--- config.mk ---
export PLATFORM = sky130hd
export DESIGN_NAME = ones_comp_seq_div
export DESIGN_NICKNAME = d
export VERILOG_FILES = /design/src/rtl/agc_arith_pkg.sv /design/src/rtl/restoring_div_step.sv /design/src/rtl/ones_comp_seq_div.sv
export SDC_FILE = /design/constraint.sdc
export NUM_CORES = 1
export LEC_CHECK = 0
export CAP_MARGIN = 25
export CORE_MARGIN = 2
export CORE_UTILIZATION = 56
export CTS_CLUSTER_SIZE = 20
export DETAILED_ROUTE_END_ITERATION = 8
export MAX_ROUTING_LAYER = met4
export PLACE_DENSITY = 0.8
export SLEW_MARGIN = 20
export SYNTH_ARGS = -nofsm -noshare
export SYNTH_HDL_FRONTEND = slang
export SYNTH_SLANG_ARGS = --single-unit
--- constraint.sdc ---
create_clock -name clk -period 4.14 [get_ports clk]
set_input_delay 0.414 -clock clk [delete_from_list [all_inputs] [get_ports clk]]
set_output_delay 0.414 -clock clk [all_outputs]
set_load 0.005 [all_outputs]
--- src/rtl/agc_arith_pkg.sv ---
// Shared one's-complement word types, divider FSM states and sign/magnitude helpers
// for the AGC-style ALU blocks.
package agc_arith_pkg;

  localparam int NUM_BIT = 15;

  typedef logic [NUM_BIT-1:0]   ones_word_t;
  typedef logic [2*NUM_BIT-1:0] ones_dword_t;
  typedef logic [NUM_BIT-2:0]   ones_mag_t;
  typedef logic [2*NUM_BIT-2:0] ones_dmag_t;

  typedef enum logic [2:0] {
    IDLE = 3'd0,
    LOAD = 3'd1,
    ITER = 3'd2,
    SIGN = 3'd3,
    DONE = 3'd4
  } div_state_t;

  // A negative 1c value's magnitude is the bitwise inverse of its value bits.
  function automatic ones_mag_t ones_mag(input ones_word_t x);
    return x[NUM_BIT-1] ? ~x[NUM_BIT-2:0] : x[NUM_BIT-2:0];
  endfunction

  function automatic ones_dmag_t ones_dmag(input ones_dword_t x);
    return x[2*NUM_BIT-1] ? ~x[2*NUM_BIT-2:0] : x[2*NUM_BIT-2:0];
  endfunction

  // Sign is applied even to a zero magnitude, so a negative zero comes out as -0.
  function automatic ones_word_t ones_apply_sign(input logic s, input ones_mag_t m);
    ones_word_t w;
    w = {1'b0, m};
    return s ? ~w : w;
  endfunction

endpackage

--- src/rtl/restoring_div_step.sv ---
// One restoring-division step: shift the next dividend bit into the partial
// remainder and subtract the divisor magnitude when it fits.
module restoring_div_step
  import agc_arith_pkg::*;
#(
  parameter int WIDTH = NUM_BIT
) (
  input  logic [WIDTH-2:0] rem_in,
  input  logic [WIDTH-2:0] dmag,
  input  logic             next_bit,
  output logic [WIDTH-2:0] rem_out,
  output logic             q_bit
);

  logic [WIDTH-1:0] shifted;
  logic [WIDTH-1:0] diff;

  // rem_in < dmag always holds, so shifted never exceeds 2*dmag and the
  // restored/subtracted result fits back into WIDTH-1 bits.
  always_comb begin
    shifted = {rem_in, next_bit};
    diff    = shifted - {1'b0, dmag};
    q_bit   = (shifted >= {1'b0, dmag});
    rem_out = q_bit ? diff[WIDTH-2:0] : shifted[WIDTH-2:0];
  end

endmodule

--- src/rtl/ones_comp_seq_div.sv ---
// Multi-cycle one's-complement divider: 2*WIDTH-bit dividend by WIDTH-bit divisor,
// sign-magnitude restoring division producing one quotient bit per clock.
module ones_comp_seq_div
  import agc_arith_pkg::*;
#(
  parameter int WIDTH = NUM_BIT
) (
  input  logic               clk,
  input  logic               rst,
  input  logic               in_valid,
  output logic               in_ready,
  input  logic [2*WIDTH-1:0] numer,
  input  logic [WIDTH-1:0]   denom,
  output logic               out_valid,
  input  logic               out_ready,
  output logic [WIDTH-1:0]   quot,
  output logic [WIDTH-1:0]   remain,
  output logic               overflow,
  output logic               div_by_zero,
  output div_state_t         fsm_state
);

  // Handshake: a transfer happens on a clock edge where valid & ready are both
  // high. in_ready is high only in IDLE; out_valid is high only in DONE and stays
  // high with stable outputs until out_ready is seen.

  localparam int ITER_N = WIDTH - 1;
  localparam int CW     = $clog2(ITER_N);

  div_state_t state, next_state;

  logic [2*WIDTH-1:0] numer_q;
  logic [WIDTH-1:0]   denom_q;
  logic [WIDTH-2:0]   nlow;
  logic [WIDTH-2:0]   prem;
  logic [WIDTH-2:0]   dmag;
  logic [WIDTH-2:0]   qmag;
  logic               q_sign;
  logic               r_sign;
  logic [CW-1:0]      cnt;

  logic [2*WIDTH-2:0] nmag_c;
  logic [WIDTH-2:0]   dmag_c;
  logic               ovf_c;
  logic [WIDTH-2:0]   step_rem;
  logic               step_q;

  assign fsm_state = state;

  // Overflow when the quotient would need more than ITER_N bits; with a zero
  // divisor the compare is always true, which also covers divide by zero.
  always_comb begin
    nmag_c = ones_dmag(numer_q);
    dmag_c = ones_mag(denom_q);
    ovf_c  = (nmag_c[2*WIDTH-2:WIDTH-1] >= {1'b0, dmag_c});
  end

  restoring_div_step #(.WIDTH(WIDTH)) u_step (
    .rem_in   (prem),
    .dmag     (dmag),
    .next_bit (nlow[cnt]),
    .rem_out  (step_rem),
    .q_bit    (step_q)
  );

  always_ff @(posedge clk) begin
    if (rst) state <= IDLE;
    else     state <= next_state;
  end

  always_comb begin
    next_state = state;
    in_ready   = 1'b0;
    out_valid  = 1'b0;
    case (state)
      IDLE: begin
        in_ready = 1'b1;
        if (in_valid) next_state = LOAD;
      end
      LOAD: next_state = ovf_c ? SIGN : ITER;
      ITER: if (cnt == '0) next_state = SIGN;
      SIGN: next_state = DONE;
      DONE: begin
        out_valid = 1'b1;
        if (out_ready) next_state = IDLE;
      end
      default: next_state = IDLE;
    endcase
  end

  always_ff @(posedge clk) begin
    if (rst) begin
      numer_q     <= '0;
      denom_q     <= '0;
      nlow        <= '0;
      prem        <= '0;
      dmag        <= '0;
      qmag        <= '0;
      q_sign      <= 1'b0;
      r_sign      <= 1'b0;
      cnt         <= '0;
      quot        <= '0;
      remain      <= '0;
      overflow    <= 1'b0;
      div_by_zero <= 1'b0;
    end else begin
      case (state)
        IDLE: begin
          if (in_valid) begin
            numer_q     <= numer;
            denom_q     <= denom;
            overflow    <= 1'b0;
            div_by_zero <= 1'b0;
          end
        end
        LOAD: begin
          dmag        <= dmag_c;
          prem        <= nmag_c[2*WIDTH-3:WIDTH-1];
          nlow        <= nmag_c[WIDTH-2:0];
          q_sign      <= numer_q[2*WIDTH-1] ^ denom_q[WIDTH-1];
          r_sign      <= numer_q[2*WIDTH-1];
          div_by_zero <= (dmag_c == '0);
          overflow    <= ovf_c;
          cnt         <= CW'(ITER_N - 1);
          qmag        <= '0;
        end
        ITER: begin
          prem <= step_rem;
          qmag <= {qmag[WIDTH-3:0], step_q};
          cnt  <= cnt - 1'b1;
        end
        SIGN: begin
          quot   <= ones_apply_sign(q_sign, overflow ? '1 : qmag);
          remain <= ones_apply_sign(r_sign, overflow ? '0 : prem);
        end
        default: ;
      endcase
    end
  end

endmodule

==> flow_metrics.tcl <==
set metrics [dict create \
    status "complete, no violations" \
    cts_tree "built" \
    cts_buffer_depth 2 \
    ioPinCount 86 \
    drt_first_pass_iters 5 \
    ys.flop_type "dfxtp_1" \
    rows 41 \
    dieArea_um2 13700 \
    routed_wl_mm 15.7 \
    root_buffer "clkbuf_16" \
    netlist_instances 870 \
    dr.max_layer_used "met4" \
    final_util 0.690 \
    async_flop_share 0 \
    synth.ff_latch_count 142 \
    synth_top_cell_by_area "dfxtp_1" \
    initial_core_util 0.571 \
    end_kind "flip-flop" \
    synth_edf_count 0 \
    rr_startpoint "cnt[0]$_SDFFE_PP0N_" \
    slew_headroom 0.348 \
    routabilityCongestion 0.944 \
    cp_slowest_cell "mux4_2" \
    grt-ovfl-total 0 \
    r2r_slack_ns 0.63 \
    instances_no_fill 1099 \
    fin_crit_ns 3.51 \
    tightest_slew_ns 0.976 \
    num-nets-final 993 \
    drt-vias-per-instance 5.53 \
    cts_resized 0 \
    crit_path_start_kind "flip-flop" \
    fin_ws_ns 0.626 \
    slowest_delay_ns 0.54 \
    wire_per_inst_um 14.3 \
    post-route-period-util 0.849 \
    htreeDepth 4 \
    p_leak_nw 3.18 \
    cap_violations 0 \
    drt-initial-drc-count 378 \
    wl_met3_mm 1.01 \
    coreArea_um2 12600 \
    ant_nets 0 \
    crit_family "compound AO/OA/AOI/OAI gates" \
    path_max_fanout 20 \
    r2r_cells 11 \
    crit_type "reg -> reg" \
    yosysTopAreaCellShare 0.396 \
    cts.clk_slew.worst_paths_ns 0.06 \
    hold_path.class "reg -> reg" \
    cts_buffers 17 \
    grt_pass1_vias 5217 \
    synth.distinct_cells 66 \
    ys_seq_area_frac 0.396 \
    grt_pass1_wl_mm 25.8 \
    synth.most_common_cell "dfxtp_1" \
    postCtsHoldBufs 0 \
    grt_max_degree 72 \
    route.met2.wl_mm 6.88 \
    gr-usage-all-layers 0.246 \
    numPlacedInstances 1068 \
    clk_latency_ns 0.42 \
    powerDensity_nw_per_um2 858 \
    cts_setup_buffers 0 \
    drcViolationCount 0 \
    vias 6081 \
    cp_common_cell "o21a_1" \
    vdd_drop_max_mv 0.481 \
    fin_skew_ns 0.00921 \
    io_buffer_count 85 \
    final-max-slew-violation-count 0 \
    cts_sinks 142 \
    drive_above_1_share 0.0658 \
    met1_length_mm 7.56 \
    fp.dieW_um 117 \
    cp_cell_sequence "mux4_2, nand2_1, o31ai_1, a21oi_1, ha_1, nor2b_1, o31a_1, o21a_1, o21a_1, mux2_4, a211oi_2" \
    cp.arrival_ns 3.86 \
    syn_nets 948 \
    syn_area_per_cell_um2 8.24 \
    crit_cells 11 \
    path_buf_inv 0 \
    worstHoldStart "quot[8]$_SDFFE_PP0N_" \
    r2r-end "prem[0]$_SDFFE_PP0N_" \
    netlist_area_um2 7170 \
    fp.dieH_um 117 \
    synth_warnings 0 \
    dp_hpwl_mm 10.6 \
    yosys-top-cells-area "dfxtp_1, nand2_1, xnor2_1, a21oi_1, a211oi_1" \
    syn2layout_area_growth_pct 21.0 \
    antennaDiodeCount 0 \
    whs_path_depth 2 \
    rsz0062_at_grt "no" \
    antenna_found_initial 0 \
    whs_endpoint "quot[8]$_SDFFE_PP0N_" \
    finalSetupTns_ns 0 \
    synth_common_cells "dfxtp_1, nand2_1, nor2_1, a21oi_1, clkbuf_1" \
    crit_required_ns 4.49 \
    post-place-ws_ns 0.669 \
    finalSetupViolations 0 \
    hold_viol 0 \
    max_freq_ghz 0.285 \
]
-- cell type report --
| cell class | instances | area, um2 |
|---|---|---|
| inverter | 21 | 78.8 |
| tap | 172 | 215 |
| timing repair buffer | 95 | 923 |
| clock inverter | 8 | 151 |
| fill | 1035 | 3890 |
| multi-input combinational | 638 | 3970 |
| clock buffer | 23 | 498 |
| sequential | 142 | 2840 |
-- state kept, by name, summed over array words and instances, names as in the netlist, 3 cells and up --
name       count
numer_q       30
denom_q       15
quot          15
remain        15
dmag          14
nlow          14
prem          14
qmag          14
cnt            4
fsm_state      3
-- worst max-delay path by stage --
stage / endpoint / start / slack (ns)
after global routing: prem[6]$_SDFFE_PP0N_ / cnt[0]$_SDFFE_PP0N_ / 0.40
after floorplan: prem[8]$_SDFFE_PP0N_ / cnt[0]$_SDFFE_PP0N_ / 1.20
final: prem[0]$_SDFFE_PP0N_ / cnt[0]$_SDFFE_PP0N_ / 0.63
after detailed placement: prem[0]$_SDFFE_PP0N_ / cnt[0]$_SDFFE_PP0N_ / 0.67
after CTS: prem[0]$_SDFFE_PP0N_ / cnt[0]$_SDFFE_PP0N_ / 0.65
after global placement: prem[0]$_SDFFE_PP0N_ / cnt[0]$_SDFFE_PP0N_ / 0.73
-- stage by stage --
| stage | power, mW | hold slack [ns] | area (um2) |
|---|---|---|---|
| 6_report | 7.44 | 0.446 | 8680 |
| 5_1_grt | 7.94 | 0.467 | 8680 |
| 4_1_cts | 7.41 | 0.451 | 8680 |
| 3_5_place_dp | 5.75 | 0.443 | 8030 |
| 3_3_place_gp | 5.67 | 0.441 | 8030 |
| 2_1_floorplan | 5.08 | 0.440 | 7170 |
-- worst min-delay path: cells and delay by family (launching register included) --
family | cells | cell delay (ns)
AND/OR/NAND/NOR | 1 | 0.05
flip-flops | 1 | 0.31
AO/OA/AOI/OAI | 1 | 0.05
-- cell usage in the layout, fill, tap and decap left out, types with 5 or more instances in the layout --
cell type | netlist | routed
ha_1 | 28 | 28
nand2_1 | 139 | 139
nor3_1 | 6 | 6
clkdlybuf4s50_1 | 0 | 84
xnor2_1 | 46 | 46
buf_4 | 0 | 11
o21ai_0 | 24 | 24
nand3_1 | 21 | 21
xor2_1 | 21 | 21
mux2i_1 | 7 | 7
nor2b_1 | 16 | 16
a211oi_1 | 47 | 47
nand4_1 | 8 | 8
a21oi_1 | 77 | 77
clkbuf_8 | 0 | 5
a31oi_1 | 8 | 8
inv_1 | 21 | 21
clkbuf_16 | 0 | 17
or3_1 | 16 | 16
nor2_1 | 81 | 81
dfxtp_1 | 142 | 142
a22oi_1 | 17 | 17
-- report_power, final --
| part | switching, mW | internal [mW] | leakage, nW | total [mW] |
|---|---|---|---|---|
| sequential | 0.341 | 1.71 | 1.16 | 2.05 |
| clock | 0.570 | 1.09 | 0.320 | 1.66 |
| combinational | 2.09 | 1.65 | 1.71 | 3.74 |
| total | 3.00 | 4.44 | 3.18 | 7.44 |
-- cells by family after synthesis --
kind of cell	Yosys count	share of synthesized area
AND/OR/NAND/NOR	313	0.196
AO/OA/AOI/OAI	218	0.202
flip-flops	142	0.396
buffers and inverters	90	0.0513
XOR/XNOR	67	0.0818
adder cells (fa/ha/maj)	29	0.0516
multiplexers	11	0.0213
-- per-layer routing --
metal / up-vias / GRT usage
li1: 3117 / -
met1: 2736 / 0.351
met2: 209 / 0.348
met3: 19 / 0.0494
met4: 0 / 0.0816
met5: - / -
(Power assumes the default switching activity.)
